File: src/rtl/bcd_convert_stream.sv
// Iterative binary-to-BCD converter (shift-and-add-3), one operand bit per clock,
// with optional two's-complement input, sticky overflow and valid/ready on both sides.
module bcd_convert_stream #(
    parameter int BIN_W  = 12,
    parameter int DIGITS = 4,
    parameter int SIGNED = 0
) (
    input  logic                  clk,
    input  logic                  rst,
    input  logic                  in_valid,
    output logic                  in_ready,
    input  logic [BIN_W-1:0]      bin_in,
    output logic                  out_valid,
    input  logic                  out_ready,
    output logic [4*DIGITS-1:0]   bcd_out,
    output logic                  sign_out,
    output logic                  ovf_out
);

    localparam int BCD_W = 4 * DIGITS;
    localparam int CNT_W = (BIN_W > 2) ? $clog2(BIN_W) : 1;
    localparam logic [CNT_W-1:0] LAST_CNT = CNT_W'(BIN_W - 1);

    // Handshake: a transfer happens on a rising edge where valid && ready are both 1.
    // in_valid/bin_in are only looked at in IDLE; out_valid and the result are held
    // unchanged until the edge on which out_ready is seen high.
    typedef enum logic [1:0] {
        IDLE  = 2'd0,
        SHIFT = 2'd1,
        DONE  = 2'd2
    } state_t;

    state_t           state;
    logic [CNT_W-1:0] cnt;
    logic [BCD_W-1:0] acc;
    logic [BIN_W-1:0] mag;
    logic             sign_r;
    logic             ovf_acc;

    logic [BIN_W-1:0] mag_in;
    logic             sign_in;
    logic [BCD_W-1:0] adj;
    logic [BCD_W-1:0] acc_next;
    logic             carry;

    always_comb begin
        sign_in = (SIGNED != 0) && bin_in[BIN_W-1];
        mag_in  = sign_in ? (~bin_in + 1'b1) : bin_in;
    end

    // All digits are corrected from their pre-shift values in parallel; the bit that
    // leaves the top digit is the decimal carry out of the truncated accumulator.
    always_comb begin
        adj = '0;
        for (int i = 0; i < DIGITS; i++) begin
            adj[4*i +: 4] = (acc[4*i +: 4] >= 4'd5) ? acc[4*i +: 4] + 4'd3 : acc[4*i +: 4];
        end
        carry    = adj[BCD_W-1];
        acc_next = {adj[BCD_W-2:0], mag[BIN_W-1]};
    end

    always_ff @(posedge clk) begin
        if (rst) begin
            state     <= IDLE;
            in_ready  <= 1'b1;
            out_valid <= 1'b0;
            bcd_out   <= '0;
            sign_out  <= 1'b0;
            ovf_out   <= 1'b0;
            cnt       <= '0;
            acc       <= '0;
            mag       <= '0;
            sign_r    <= 1'b0;
            ovf_acc   <= 1'b0;
        end else begin
            case (state)
                IDLE: begin
                    if (in_valid && in_ready) begin
                        mag      <= mag_in;
                        sign_r   <= sign_in;
                        acc      <= '0;
                        ovf_acc  <= 1'b0;
                        cnt      <= '0;
                        state    <= SHIFT;
                        in_ready <= 1'b0;
                    end
                end
                SHIFT: begin
                    acc     <= acc_next;
                    mag     <= mag << 1;
                    ovf_acc <= ovf_acc | carry;
                    cnt     <= cnt + 1'b1;
                    if (cnt == LAST_CNT) begin
                        state     <= DONE;
                        out_valid <= 1'b1;
                        bcd_out   <= acc_next;
                        sign_out  <= sign_r;
                        ovf_out   <= ovf_acc | carry;
                    end
                end
                DONE: begin
                    if (out_ready) begin
                        out_valid <= 1'b0;
                        in_ready  <= 1'b1;
                        state     <= IDLE;
                    end
                end
                default: begin
                    state     <= IDLE;
                    in_ready  <= 1'b1;
                    out_valid <= 1'b0;
                end
            endcase
        end
    end

endmodule

File: config.mk
export PLATFORM = sky130hd
export DESIGN_NAME = bcd_convert_stream
export DESIGN_NICKNAME = d
export VERILOG_FILES = /design/src/rtl/bcd_convert_stream.sv
export SDC_FILE = /design/constraint.sdc
export NUM_CORES = 1
export LEC_CHECK = 0
export ABC_AREA = 1
export CAP_MARGIN = 20
export CORE_MARGIN = 5
export CORE_UTILIZATION = 57
export CTS_BUF_LIST = sky130_fd_sc_hd__clkbuf_8
export CTS_CLUSTER_DIAMETER = 120
export DETAILED_ROUTE_END_ITERATION = 6
export GPL_ROUTABILITY_DRIVEN = 0
export HOLD_SLACK_MARGIN = 0.05
export PLACE_DENSITY_LB_ADDON = 0.12
export SETUP_SLACK_MARGIN = 0.5
export SYNTH_ARGS = -nofsm -noshare
export SYNTH_HDL_FRONTEND = slang
export SYNTH_SLANG_ARGS = --single-unit
File: constraint.sdc
create_clock -name clk -period 1.4 [get_ports clk]
set_input_delay 0.28 -clock clk [delete_from_list [all_inputs] [get_ports clk]]
set_output_delay 0.28 -clock clk [all_outputs]
set_load 0.05 [all_outputs]
# Word level (Yosys, flattened, before mapping)
# Cells that the tools add are included.
[totals]
regBits = 54
inputBits = 16
output_inout_bits = 20
wordCells = 56
[op_classes]
add_sub_neg = 5
n_lt_le_gt_ge = 4
n_eq_ne = 6
n_mux = 21
n_bitwise = 3
n_reduce_logical = 8
[op_table]
columns = ["cell", "n"]
rows = [
  ["$pmux W16 S2", 1],
  ["$pmux W12 S2", 1],
  ["$mux W4", 5],
  ["$add A4 B2 Y4 const B", 4],
  ["$ge A4 B3 Y1 const B", 4],
  ["$mux W16", 1],
  ["$mux W12", 1],
  ["$reduce_and A3 Y1", 3],
  ["$pmux W4 S2", 1],
  ["$mux W2", 3],
  ["$ne A2 B2 Y1 const B", 3],
  ["$pmux W1 S3", 2],
  ["$pmux W2 S3", 1],
  ["$add A4 B1 Y4 const B", 1],
  ["$eq A4 B4 Y1 const B", 1],
  ["$mux W1", 4],
  ["$reduce_and A2 Y1", 2],
  ["$eq A2 B1 Y1 const B", 1],
  ["$eq A2 B2 Y1 const B", 1],
  ["$logic_not A2 Y1", 1],
  ["$not A1 Y1", 2],
  ["$pmux W1 S2", 1],
  ["$reduce_bool A2 Y1", 1],
  ["$logic_and A1 B1 Y1", 1],
  ["$or A1 B1 Y1", 1],
]

# Logic depth before layout (Yosys ltp)
[logic_depth]
word_depth = 4
mapped_depth = 10
ltp_nobuf = 10

# Worst setup path before layout
# No wires, ideal clock.
[synth_timing]
path_type = "register to register"
start = "reg in_ready"
end = "reg mag[2]"
setup_ns = 0.116
arrival_time_ns = 1.417
required_ns = 1.284
setup_slack_ns = -0.133
path_stages_with_launch = 7
n_path_buf = 1
period_less_slack_ns = 1.533
path_cell_list = "dfxtp_1 nand2_1 nor2_1 nor2_8 buf_4 nor2_1 nor2_1"
[synth_via]
elab_chain_cells = 3
[synth_lines]
columns = ["item", "line_no", "text"]
rows = [
  ["from (decl)", "11", "output logic in_ready,"],
  ["from (signal assigned)", "65", "in_ready <= 1'b1;"],
  ["from (signal assigned)", "85", "in_ready <= 1'b0;"],
  ["from (signal assigned)", "104", "in_ready <= 1'b1;"],
  ["$logic_and A1 B1 Y1", "78", "if (in_valid && in_ready) begin"],
  ["$ne A2 B2 Y1 (no line)", "--", ""],
  ["$reduce_and A2 Y1 (no line)", "--", ""],
  ["to (signal assigned)", "79", "mag <= mag_in;"],
  ["to (signal assigned)", "90", "mag <= mag << 1;"],
  ["to (decl)", "36", "logic [BIN_W-1:0] mag;"],
]
# Every way passes these cells.
# A chain may end at the register's enable or synchronous reset.

# Worst setup path in the final report
[layout_timing]
start = "reg state[1]"
end = "reg mag[1]"
[layout_via]
elab_chain_cells = 3
word_cells_on_any_way = 6
classes_between = "eq/ne: 2; mux: 1; reduce/logical: 3"
[layout_lines]
columns = ["item", "line_no", "text"]
rows = [
  ["from (decl)", "33", "state_t state;"],
  ["from (signal assigned)", "64", "state <= IDLE;"],
  ["from (signal assigned)", "84", "state <= SHIFT;"],
  ["from (signal assigned)", "94", "state <= DONE;"],
  ["$eq A2 B1 Y1 / $logic_not A2 Y1 (equally long branches)", "76", "case (state)"],
  ["$reduce_bool A2 Y1 (no line) / $ne A2 B2 Y1 (equally long branches)", "--", ""],
  ["$reduce_and A2 Y1 (no line)", "--", ""],
]
# Several ways; a longest one is shown, not always the timed one.

==> summary.txt <==
Status
  • Status: finished, final reports clean

Critical path
  • CP Data Arrival Time: 1.59 ns
  • Critical Setup Path Class: flop to flop
  • Crit path capture type: flop
  • Type of origin of the critical path: flop
  • Max FO, Critical Path: 12
  • Worst r2r path cells: 7
  • Internal reg-to-reg setup slack: 0.009 ns
  • FF-to-FF Start: state[1]$_SDFFE_PP0P_
  • Reg-to-reg endpoint: mag[1]$_SDFFE_PP0P_
  • WP data required: 1.60 ns

Timing
  • Tcrit/Tclk final: 99.4%
  • Max-slew violation count: 0
  • Final worst-path setup slack: 0.00877 ns
  • Hold WS: 0.484 ns
  • Fin. Hold Viols: 0
  • F_max: 719 MHz
  • Worst Clk Skew: 0.0102 ns
  • Fin crit period: 1.39 ns
  • RSZ-0062 raised after global routing: true
  • Final setup violation count: 0

Yosys
  • Ys Warns: 0
  • Top cells by area, synth: dfxtp_1, nand2_1, nor2_1, a21oi_1, inv_1
  • Syn Area/Cell: 6.74 µm²
  • Syn Std Cell Area: 2710 µm²
  • Synthesized instance count: 402
  • Syn nets: 427
  • Yosys top cell area share: 39.9%
  • Sequential area share after synthesis: 39.9%
  • Post-synthesis register bit count: 54
  • Top cell type by total area after synthesis: dfxtp_1
  • Netlist cell types: 21

Final layout
  • Layout cell share with drive strength beyond 1: 44.2%
  • Final net count: 507
  • Synthesis-to-finish area growth: 59.1%
  • Utilization after layout: 92.5%
  • Commonest non-fill, non-tap cells in the layout: nand2_1, buf_4, nor2_1
  • Diode count: 0
  • Commonest non-fill, non-tap cell in the layout: nand2_1
  • Non-filler instance count after layout: 536

Power
  • Clock network power share: 27.2%
  • Net switching power: 986 µW
  • Power share of the sequential group: 50.9%
  • Internal power: 2230 µW
  • Peak supply drop: 0.710 mV
  • Comb power frac: 21.9%
  • Switch share: 30.7%
  • Power per Cell Area: 746 nW/µm²
  • Tot Pwr: 3220 µW
  • Pleak: 0.00199 µW

Worst hold path
  • Worst Hold Class: flop to flop
  • Hold endpoint: mag[10]$_SDFFE_PP0P_
  • Worst hold path depth: 2
  • Hold_sp: mag[10]$_SDFFE_PP0P_

Run
  • Max-cap viol count: 0

Detailed routing
  • Pre-antenna DRT Iters: 6
  • Number of routed nets with antenna violations: 0
  • Initial DRC count: 354
  • Wirelength per Cell: 19.7 µm
  • Vias: 3,282
  • Drt drc: 0
  • Final wirelength: 10,600 µm
  • Mean number of vias per cell: 6.12

Placement
  • Post-DP HPWL: 4570 µm
  • Port Buffer Count: 34
  • Placed insts: 492
  • Dpl ws: -0.124 ns

Clock network
  • Clock sinks: 54
  • CTS Buf Count: 5
  • H-tree lvl count: 2
  • Clock Path Buffers: 2
  • CTS root buf: clkbuf_8
  • Worst-skew pair later-pin latency: 0.32 ns
  • Clock transition at path regs: 0.10 ns
  • CTS tree: built

Floorplanning
  • Die height: 79.0 µm
  • Die X: 79.0 µm
  • Die area: 6230 µm²
  • Io pins: 36
  • Starting Density: 58.1%
  • # rows: 25
  • Total core area: 4660 µm²

GRT
  • Initial antenna violation count: 0
  • Grt ovf: 0
  • Pin count of the biggest net entering global routing: 19
  • Vias in the first global route: 2,884
  • First-pass GRT wire length: 13,200 µm
  • Tot GR Track Use: 26.6%
[per-stage QoR]
stage	instance area (µm²)	TNS [ns]
after global placement	3530	-1.46
after floorplan	2860	0
after global routing	4310	-0.172
final	4310	0
after detailed placement	3530	-2.12
after CTS	4000	0
[final cells by class]
class / count / area, µm²
multi-input cells: 290 / 1770
fillers: 158 / 348
inverters: 41 / 186
flip-flops and latches: 54 / 1140
clock inverters: 2 / 7.51
well taps: 54 / 67.6
repair buffers: 90 / 1070
clock buffers: 5 / 68.8
[metal layers]
| layer | track usage (%) | routed length [µm] | vias up |
|---|---|---|---|
| li1 | - | - | 1425 |
| met1 | 30.9 | 3830 | 1545 |
| met2 | 48.6 | 5300 | 234 |
| met3 | 4.20 | 802 | 78 |
| met4 | 10.5 | 614 | 0 |
| met5 | 0 | 0 | - |
[worst max-delay path by stage]
stage                                from                       end  slack, ns  cells after the start
finish              state[1]$_SDFFE_PP0P_       mag[1]$_SDFFE_PP0P_      0.009                      7
global route        state[1]$_SDFFE_PP0P_       mag[1]$_SDFFE_PP0P_      -0.07                      7
CTS                   cnt[1]$_SDFFE_PP0P_  bcd_out[10]$_SDFFE_PP0P_       0.18                      8
detailed placement               in_valid      mag[10]$_SDFFE_PP0P_      -0.12                      7
global placement                 in_valid      mag[10]$_SDFFE_PP0P_      -0.11                      7
floorplan             cnt[1]$_SDFFE_PP0P_  bcd_out[10]$_SDFFE_PP0P_       0.22                      8
[worst max-delay path, stage by stage (launching register included)]
cell,delay (ns)
dfxtp_4,0.39
inv_4,0.05
nand2_8,0.13
buf_4,0.13
nand2_2,0.07
buf_12,0.15
o21ai_0,0.24
nor2_1,0.11
[synth_stat cells (all sizes together)]
library cell,count
nand4,8
nand3,26
inv,41
dfxtp,54
conb,1
buf,13
a21oi,33
clkbuf,4
nor2,49
ha,9
mux2i,2
o21ai,24
a211oi,1
nand2,137
[flip-flops by register name (all words and copies together), names as in the netlist]
signal / flops
cnt: 4
ovf_acc: 1
in_ready: 1
ovf_out: 1
acc: 16
out_valid: 1
state: 2
mag: 12
bcd_out: 16
[power groups by stage]
stage / Clock, µW / Combinational [µW] / Sequential (µW)
floorplan: 0 / 317 / 1670
global placement: 0 / 491 / 1670
detailed placement: 0 / 504 / 1670
CTS: 826 / 594 / 1630
global route: 907 / 737 / 1640
finish: 875 / 703 / 1640
[cells by family after synthesis]
| family | synth area share (%) |
|---|---|
| AND/OR/NAND/NOR | 34.2 |
| AO/OA/AOI/OAI | 10.8 |
| buffers and inverters | 10.1 |
| flip-flops | 39.9 |
| adder cells (fa/ha/maj) | 4.16 |
| multiplexers | 0.739 |
| other | 0.138 |
[timing repair]
| item | in CTS | in global routing |
|---|---|---|
| pin swaps | 17 | 25 |
| cloned | 2 | 0 |
| resized for setup | 76 | 66 |
| hold buffers | 0 | 0 |
| endpoints found under the setup margin | 73 | 73 |
| buffers inserted | 23 | 12 |
Power figures use the tool's default switching activity.
